`src/rtl/dot11_tx_scheduler.sv`:
```
// Round-robin frame scheduler for four TX queues sharing one frame BRAM: start pulse,
// started/done watchdogs, transmitter abort via phy_tx_arest, and an inter-frame gap.
module dot11_tx_scheduler #(
  parameter int unsigned IFS_CYCLES    = 16,
  parameter int unsigned START_TIMEOUT = 256,
  parameter int unsigned DONE_TIMEOUT  = 4000000,
  parameter int unsigned ABORT_CYCLES  = 4
) (
  input  logic        clock,
  input  logic        reset,
  input  logic [3:0]  q_req,
  output logic [3:0]  q_ack,
  output logic [3:0]  q_err,
  output logic        phy_tx_start,
  input  logic        phy_tx_started,
  input  logic        phy_tx_done,
  output logic        phy_tx_arest,
  input  logic [11:0] phy_bram_addr,
  output logic [11:0] mem_addr,
  output logic [1:0]  cur_queue,
  output logic        busy
);

  if (START_TIMEOUT >= 32'd16777216 || DONE_TIMEOUT >= 32'd16777216 ||
      IFS_CYCLES >= 32'd16777216 || ABORT_CYCLES < 32'd1) begin : g_bad_params
    $error("dot11_tx_scheduler: timeouts must be below 2^24 and ABORT_CYCLES at least 1");
  end

  localparam logic [23:0] START_LIM  = 24'(START_TIMEOUT);
  localparam logic [23:0] DONE_LIM   = 24'(DONE_TIMEOUT);
  localparam logic [23:0] IFS_LIM    = 24'(IFS_CYCLES);
  localparam logic [23:0] ABORT_LAST = 24'(ABORT_CYCLES - 1);

  typedef enum logic [2:0] {IDLE, START, WAIT_STARTED, WAIT_DONE, ABORT, IFS} state_t;

  state_t      state_q, state_d;
  logic [23:0] cnt_q, cnt_d;
  logic [1:0]  cur_q, cur_d;
  logic [1:0]  last_q, last_d;
  logic [3:0]  ack_q, ack_d;
  logic [3:0]  err_q, err_d;
  logic        start_q, start_d;
  logic        busy_q, busy_d;
  logic        arest_q, arest_d;

  logic        grant_vld;
  logic [1:0]  grant_idx;
  logic [1:0]  cand;
  logic        unused_addr_bits;

  // Descending scan so the candidate nearest after last_grant is assigned last and wins.
  always_comb begin
    grant_vld = 1'b0;
    grant_idx = last_q;
    cand      = '0;
    for (int k = 4; k >= 1; k--) begin
      cand = last_q + 2'(k);
      if (q_req[cand]) begin
        grant_vld = 1'b1;
        grant_idx = cand;
      end
    end
  end

  always_comb begin
    state_d = state_q;
    cnt_d   = cnt_q + 24'd1;
    cur_d   = cur_q;
    last_d  = last_q;
    ack_d   = '0;
    err_d   = '0;
    case (state_q)
      IDLE: begin
        cnt_d = '0;
        if (grant_vld) begin
          state_d = START;
          cur_d   = grant_idx;
          last_d  = grant_idx;
        end
      end
      START: begin
        cnt_d   = '0;
        state_d = WAIT_STARTED;
      end
      WAIT_STARTED: begin
        if (phy_tx_done) begin
          ack_d[cur_q] = 1'b1;
          state_d      = IFS;
          cnt_d        = '0;
        end else if (phy_tx_started) begin
          state_d = WAIT_DONE;
          cnt_d   = '0;
        end else if (cnt_q == START_LIM) begin
          err_d[cur_q] = 1'b1;
          state_d      = ABORT;
          cnt_d        = '0;
        end
      end
      WAIT_DONE: begin
        // done is checked first so a completion on the expiry cycle is still acked
        if (phy_tx_done) begin
          ack_d[cur_q] = 1'b1;
          state_d      = IFS;
          cnt_d        = '0;
        end else if (cnt_q == DONE_LIM) begin
          err_d[cur_q] = 1'b1;
          state_d      = ABORT;
          cnt_d        = '0;
        end
      end
      ABORT: begin
        if (cnt_q == ABORT_LAST) begin
          state_d = IFS;
          cnt_d   = '0;
        end
      end
      IFS: begin
        if (cnt_q == IFS_LIM) begin
          state_d = IDLE;
          cnt_d   = '0;
        end
      end
      default: begin
        state_d = IDLE;
        cnt_d   = '0;
      end
    endcase
  end

  assign start_d = (state_q == START);
  assign busy_d  = (state_d != IDLE);
  assign arest_d = (state_d == ABORT);

  always_ff @(posedge clock) begin
    if (reset) begin
      state_q <= IDLE;
      cnt_q   <= '0;
      cur_q   <= 2'd0;
      last_q  <= 2'd3;
      ack_q   <= '0;
      err_q   <= '0;
      start_q <= 1'b0;
      busy_q  <= 1'b0;
      arest_q <= 1'b1;
    end else begin
      state_q <= state_d;
      cnt_q   <= cnt_d;
      cur_q   <= cur_d;
      last_q  <= last_d;
      ack_q   <= ack_d;
      err_q   <= err_d;
      start_q <= start_d;
      busy_q  <= busy_d;
      arest_q <= arest_d;
    end
  end

  assign q_ack            = ack_q;
  assign q_err            = err_q;
  assign phy_tx_start     = start_q;
  assign phy_tx_arest     = arest_q;
  assign cur_queue        = cur_q;
  assign busy             = busy_q;
  assign mem_addr         = {cur_q, phy_bram_addr[9:0]};
  assign unused_addr_bits = ^phy_bram_addr[11:10];

endmodule
```
`config.mk`:
```
export PLATFORM = sky130hd
export DESIGN_NAME = dot11_tx_scheduler
export DESIGN_NICKNAME = d
export VERILOG_FILES = /design/src/rtl/dot11_tx_scheduler.sv
export SDC_FILE = /design/constraint.sdc
export NUM_CORES = 1
export LEC_CHECK = 0
export ABC_AREA = 1
export CAP_MARGIN = 20
export CORE_MARGIN = 2
export CORE_UTILIZATION = 50
export CTS_BUF_LIST = sky130_fd_sc_hd__clkbuf_2
export DETAILED_ROUTE_END_ITERATION = 12
export DONT_BUFFER_PORTS = 1
export PLACE_DENSITY_LB_ADDON = 0.3
export SYNTH_ARGS = -nofsm -noshare
export SYNTH_HDL_FRONTEND = slang
export SYNTH_SLANG_ARGS = --single-unit
```
`constraint.sdc`:
```
create_clock -name clock -period 3.45 [get_ports clock]
set_input_delay 0.345 -clock clock [delete_from_list [all_inputs] [get_ports clock]]
set_output_delay 0.345 -clock clock [all_outputs]
set_load 0.01 [all_outputs]
```
Word-level counts from Yosys, hierarchy flattened
Index checks and enable logic that the tools add are counted.
{"block": "totals", "register_bits": 42, "inputBits": 20, "out_inout_bits": 25, "wordCells": 77}
{"block": "classes", "n_addsub": 4, "n_lt_le_gt_ge": 6, "n_eq_ne": 10, "muxes": 40, "bitwise_logic": 2, "reduce_logical": 6}
{"cell": "$mux W24", "count": 7}
{"cell": "$pmux W24 S4", "count": 1}
{"cell": "$add A24 B1 Y24 const B", "count": 1}
{"cell": "$eq A24 B2 Y1 const B", "count": 1}
{"cell": "$eq A24 B22 Y1 const B", "count": 1}
{"cell": "$eq A24 B5 Y1 const B", "count": 1}
{"cell": "$eq A24 B9 Y1 const B", "count": 1}
{"cell": "$mux W3", "count": 8}
{"cell": "$mux W4", "count": 5}
{"cell": "$pmux W3 S6", "count": 1}
{"cell": "$lt A2 B3 Y1 const B", "count": 5}
{"cell": "$eq A3 B3 Y1 const B", "count": 3}
{"cell": "$mux W1", "count": 9}
{"cell": "$bmux W1 S2", "count": 4}
{"cell": "$pmux W4 S2", "count": 1}
{"cell": "$eq A3 B2 Y1 const B", "count": 2}
{"cell": "$mux W2", "count": 3}
{"cell": "$add A2 B2 Y2 const B", "count": 2}
{"cell": "$eq A3 B1 Y1 const B", "count": 1}
{"cell": "$logic_not A3 Y1", "count": 1}
{"cell": "$reduce_bool A3 Y1", "count": 1}
{"cell": "$reduce_or A3 Y1", "count": 1}
{"cell": "$add A2 B1 Y2 const B", "count": 1}
{"cell": "$demux W1 S2", "count": 1}
{"cell": "other kinds (5)", "count": 6}

Depth between registers and ports, before layout
{"block": "depth", "word_depth": 9, "depth_mapped": 14, "ltp_nobuf": 14}

Worst setup path after synthesis
No wires, ideal clock.
{"block": "synth_timing", "kind": "flip-flop to flip-flop", "from": "reg cnt_q[0]", "to": "reg cnt_q[22]", "setup_ps": 112, "t_arrival_ps": 1511, "required_ps": 3338, "setup_slack_ps": 1826, "path_stages_with_launch": 9, "n_path_buf": 0, "period_less_slack_ps": 1624, "cell_sequence": "dfxtp_1 ha_1 nand3_2 nor2_2 nand3_2 nand3b_4 or2_1 o21ai_2 nor2_2"}
{"block": "synth_between", "elab_chain_len": 5, "elab_cells_between_ends": 13, "classes_between": "add/sub: 1; eq/ne: 4; mux: 8"}
{"item": "start: declaration", "line_no": "37", "rtl": "logic [23:0] cnt_q, cnt_d;"}
{"item": "start signal: assignment", "line_no": "147", "rtl": "cnt_q <= cnt_d;"}
{"item": "$add A24 B1 Y24 / $eq A24 B9 Y1 (equally long branches)", "line_no": "67, 93"}
{"item": "$mux W24", "line_no": "93", "rtl": "end else if (cnt_q == START_LIM) begin"}
{"item": "$mux W24", "line_no": "90", "rtl": "end else if (phy_tx_started) begin"}
{"item": "$mux W24", "line_no": "86", "rtl": "if (phy_tx_done) begin"}
{"item": "$pmux W24 S4 (*)", "line_no": "72", "rtl": "case (state_q)"}
Mark *: on every way between the ends. The rest lies on a longest branch, timed or not.
A chain may end at the register's enable or synchronous reset.

Worst setup path after layout
Same ends and word-level chain as after synthesis.

==> impl_metrics.yaml <==
global_routing:
  first_global_vias: 1988
  grt_remaining_overflow: 0
  grt_pass1_wl_mm: 8.404
  grt_max_degree: 21
  antenna_found_initial: 0
  grt_util_all_layers_pct: 19.39
worst_setup_path:
  cpPeakStageDelay_ns: 0.48
  crit_slowest_cell: "dfxtp_1"
  critPathMaxFanout: 5
  cp_data_arrival_time_ns: 2.21
  startpoint_type: "flip-flop"
  worstPathRequired_ns: 3.74
  end_kind: "flip-flop"
  crit_type: "reg2reg"
  cp_cell_sequence: "ha_1 > nand3_2 > nor2_2 > nand3_2 > nand3b_4 > or2_1 > o21ai_2 > nor2_2"
synthesis:
  syn_area_per_cell_um2: 6.839
  synth_edf_count: 0
  synth_cells: 371
  synth_area_leaders: "dfxtp_1 33%, nand2_1 13%, inv_1 7.1%"
  yosysWarnings: 0
  synth_ff_type: "dfxtp_1"
  syn_nets: 393
  ys_ff_latch: 42
  synth_cell_types: 33
  ys_seq_area_share_pct: 33.14
  synth_area_leader_cell: "dfxtp_1"
  synth_area_um2: 2537
  synth.most_common_cell: "nand2_1"
  synthTopCellsByCount: "90 x nand2_1, 48 x inv_1, 43 x nor2_1"
  ys_async_sr_fraction_pct: 0
  yosys.area.top_type_share_pct: 33.14
clock_tree:
  cts-root-buf: "clkbuf_2"
  cts.sinks: 42
  clock_path_buffers: 2
  cts_tree: "yes"
  path_clk_slew_ns: 0.22
  postCtsSetupBuffers: 0
  hold_buffers: 1
  insertion_delay_ns: 0.40
  htreeDepth: 2
  ctsResizeCount: 0
  cts_buffers: 5
sta:
  rsz0062_at_grt: "no"
  fin_crit_ns: 1.914
  hold_viol: 0
  tightest_slew_ns: 0.3912
  max_freq_mhz: 522.5
  final.period_utilization_pct: 55.47
  slew_headroom_pct: 73.88
  setup_tns_ns: 0
  finalSetupViolCount: 0
  finClkSkew_ns: 0.02107
  slew_viol_final: 0
power_and_ir_drop:
  power_mw: 1.218
  power.density_nw_per_um2: 478.3
  ir_worst_vdd_mv: 0.3326
  power.leakage_nw: 1.078
routing:
  via_per_inst: 4.998
  wirelength_mm: 4.932
  first_iter_violations: 119
  detail_route.wl_per_cell_um: 11.42
  firstDrtPassIters: 4
  drcViolationCount: 0
  postRouteAntennaNets: 0
  vias: 2159
layout:
  layout-drive-gt1-share_pct: 15.07
  stdcell_count: 432
  fin_nets: 386
  areaGrowthSynthToFinish_pct: 0.3943
  antenna-diode-count: 0
place:
  io_buffers: 0
  dp_hpwl_mm: 3.814
  place_inst: 423
  gp_congestion: 0.9141
floorplan:
  core-area_um2: 4817
  rows: 25
  die-area_um2: 5661
  die_w_um: 75.24
  initial_utilization_pct: 52.68
  die_y_um: 75.24
  pin_count: 45
flow_run:
  maxCapViolCount: 0
run_status:
  outcome: "complete, no violations"
worst_hold_path:
  min_path_type: "in2reg"
[power breakdown]
part / leakage [nW] / switching (mW) / internal [mW] / total (mW)
Clock: 0.0264 / 0.162 / 0.0463 / 0.208
Sequential: 0.341 / 0.0746 / 0.533 / 0.608
Combinational: 0.711 / 0.267 / 0.136 / 0.403
Total: 1.08 / 0.503 / 0.715 / 1.22
[worst max-delay path, delay by kind of cell, from the launching register on]
kind / cells / cell delay [ns]
AOI/OAI and AO/OA: 1 / 0.13
and+or+nand+nor: 6 / 0.97
DFF: 1 / 0.48
adders and majority gates: 1 / 0.26
[per-stage QoR]
stage	cell area [um2]	util (%)	setup WS [ns]	hold WS, ns
4_1_cts	2547	52.88	1.494	0.08950
6_report	2547	52.88	1.536	0.1027
3_3_place_gp	2496	51.82	1.540	0.4168
5_1_grt	2547	52.88	1.370	0.07194
2_1_floorplan	2537	-	1.826	0.4141
3_5_place_dp	2496	51.82	1.519	0.4172
[registers in the layout, indices dropped and copies added, names as in the netlist]
| signal | cells |
|---|---|
| q_ack | 4 |
| cnt_q | 24 |
| phy_tx_arest | 1 |
| busy | 1 |
| state_q | 3 |
| phy_tx_start | 1 |
| last_q | 2 |
| q_err | 4 |
| cur_queue | 2 |
[path summary, 6_finish.rpt]
check / slack (ns) / endpoint / depth (start not counted) / start
setup / recovery: 1.54 / cnt_q[22] / 8 / cnt_q[0]
hold / removal: 0.10 / cnt_q[6] / 3 / reset
setup reg to reg: 1.54 / cnt_q[22] / 8 / cnt_q[0]
hold reg to reg: 0.54 / cnt_q[0] / 1 / cnt_q[0]
[cells in the final DEF, fill, tap and decap left out, types with 2 or more instances in the layout]
| cell | count |
|---|---|
| nand2_1 | 90 |
| inv_1 | 48 |
| nor2_1 | 43 |
| dfxtp_1 | 42 |
| nor2_2 | 26 |
| nand3_1 | 21 |
| nor3_1 | 15 |
| xor2_1 | 10 |
| nand4_1 | 9 |
| o21ai_0 | 8 |
| xnor2_1 | 7 |
| nand2_2 | 6 |
| a21oi_1 | 6 |
| clkbuf_2 | 5 |
| inv_2 | 4 |
| clkinv_1 | 2 |
| nand3_2 | 2 |
| nor3_2 | 2 |
| o211ai_1 | 2 |
| nor4_1 | 2 |
| ha_1 | 2 |
[area by class of cell]
| class | instances | area (um2) |
|---|---|---|
| inverters | 53 | 198.9 |
| flip-flops and latches | 42 | 840.8 |
| clock buffers | 5 | 25.02 |
| clock inverters | 3 | 16.27 |
| repair buffers | 1 | 10.01 |
| well taps | 67 | 83.83 |
| multi-input cells | 261 | 1373 |
| fillers | 516 | 2270 |
[routing by layer]
layer,global-route usage (%),routed length [um],vias up
met3,5.355,181,7
li1,-,-,1130
met1,23.94,2394,978
met5,0,0,-
met2,31.48,2279,44
met4,8.772,76,0
[logic make-up (layout without fill, tap and decap cells)]
kind of cell / Yosys count / in the layout / share of synthesized area (%)
AO/OA/AOI/OAI: 18 / 18 / 4.339
XOR/XNOR: 17 / 17 / 5.868
AND/OR/NAND/NOR: 224 / 224 / 42.90
flip-flops: 42 / 42 / 33.14
adder cells (fa/ha/maj): 2 / 2 / 0.9860
buffers and inverters: 68 / 62 / 12.77
Note: power is estimated with default switching activity, not from simulation.
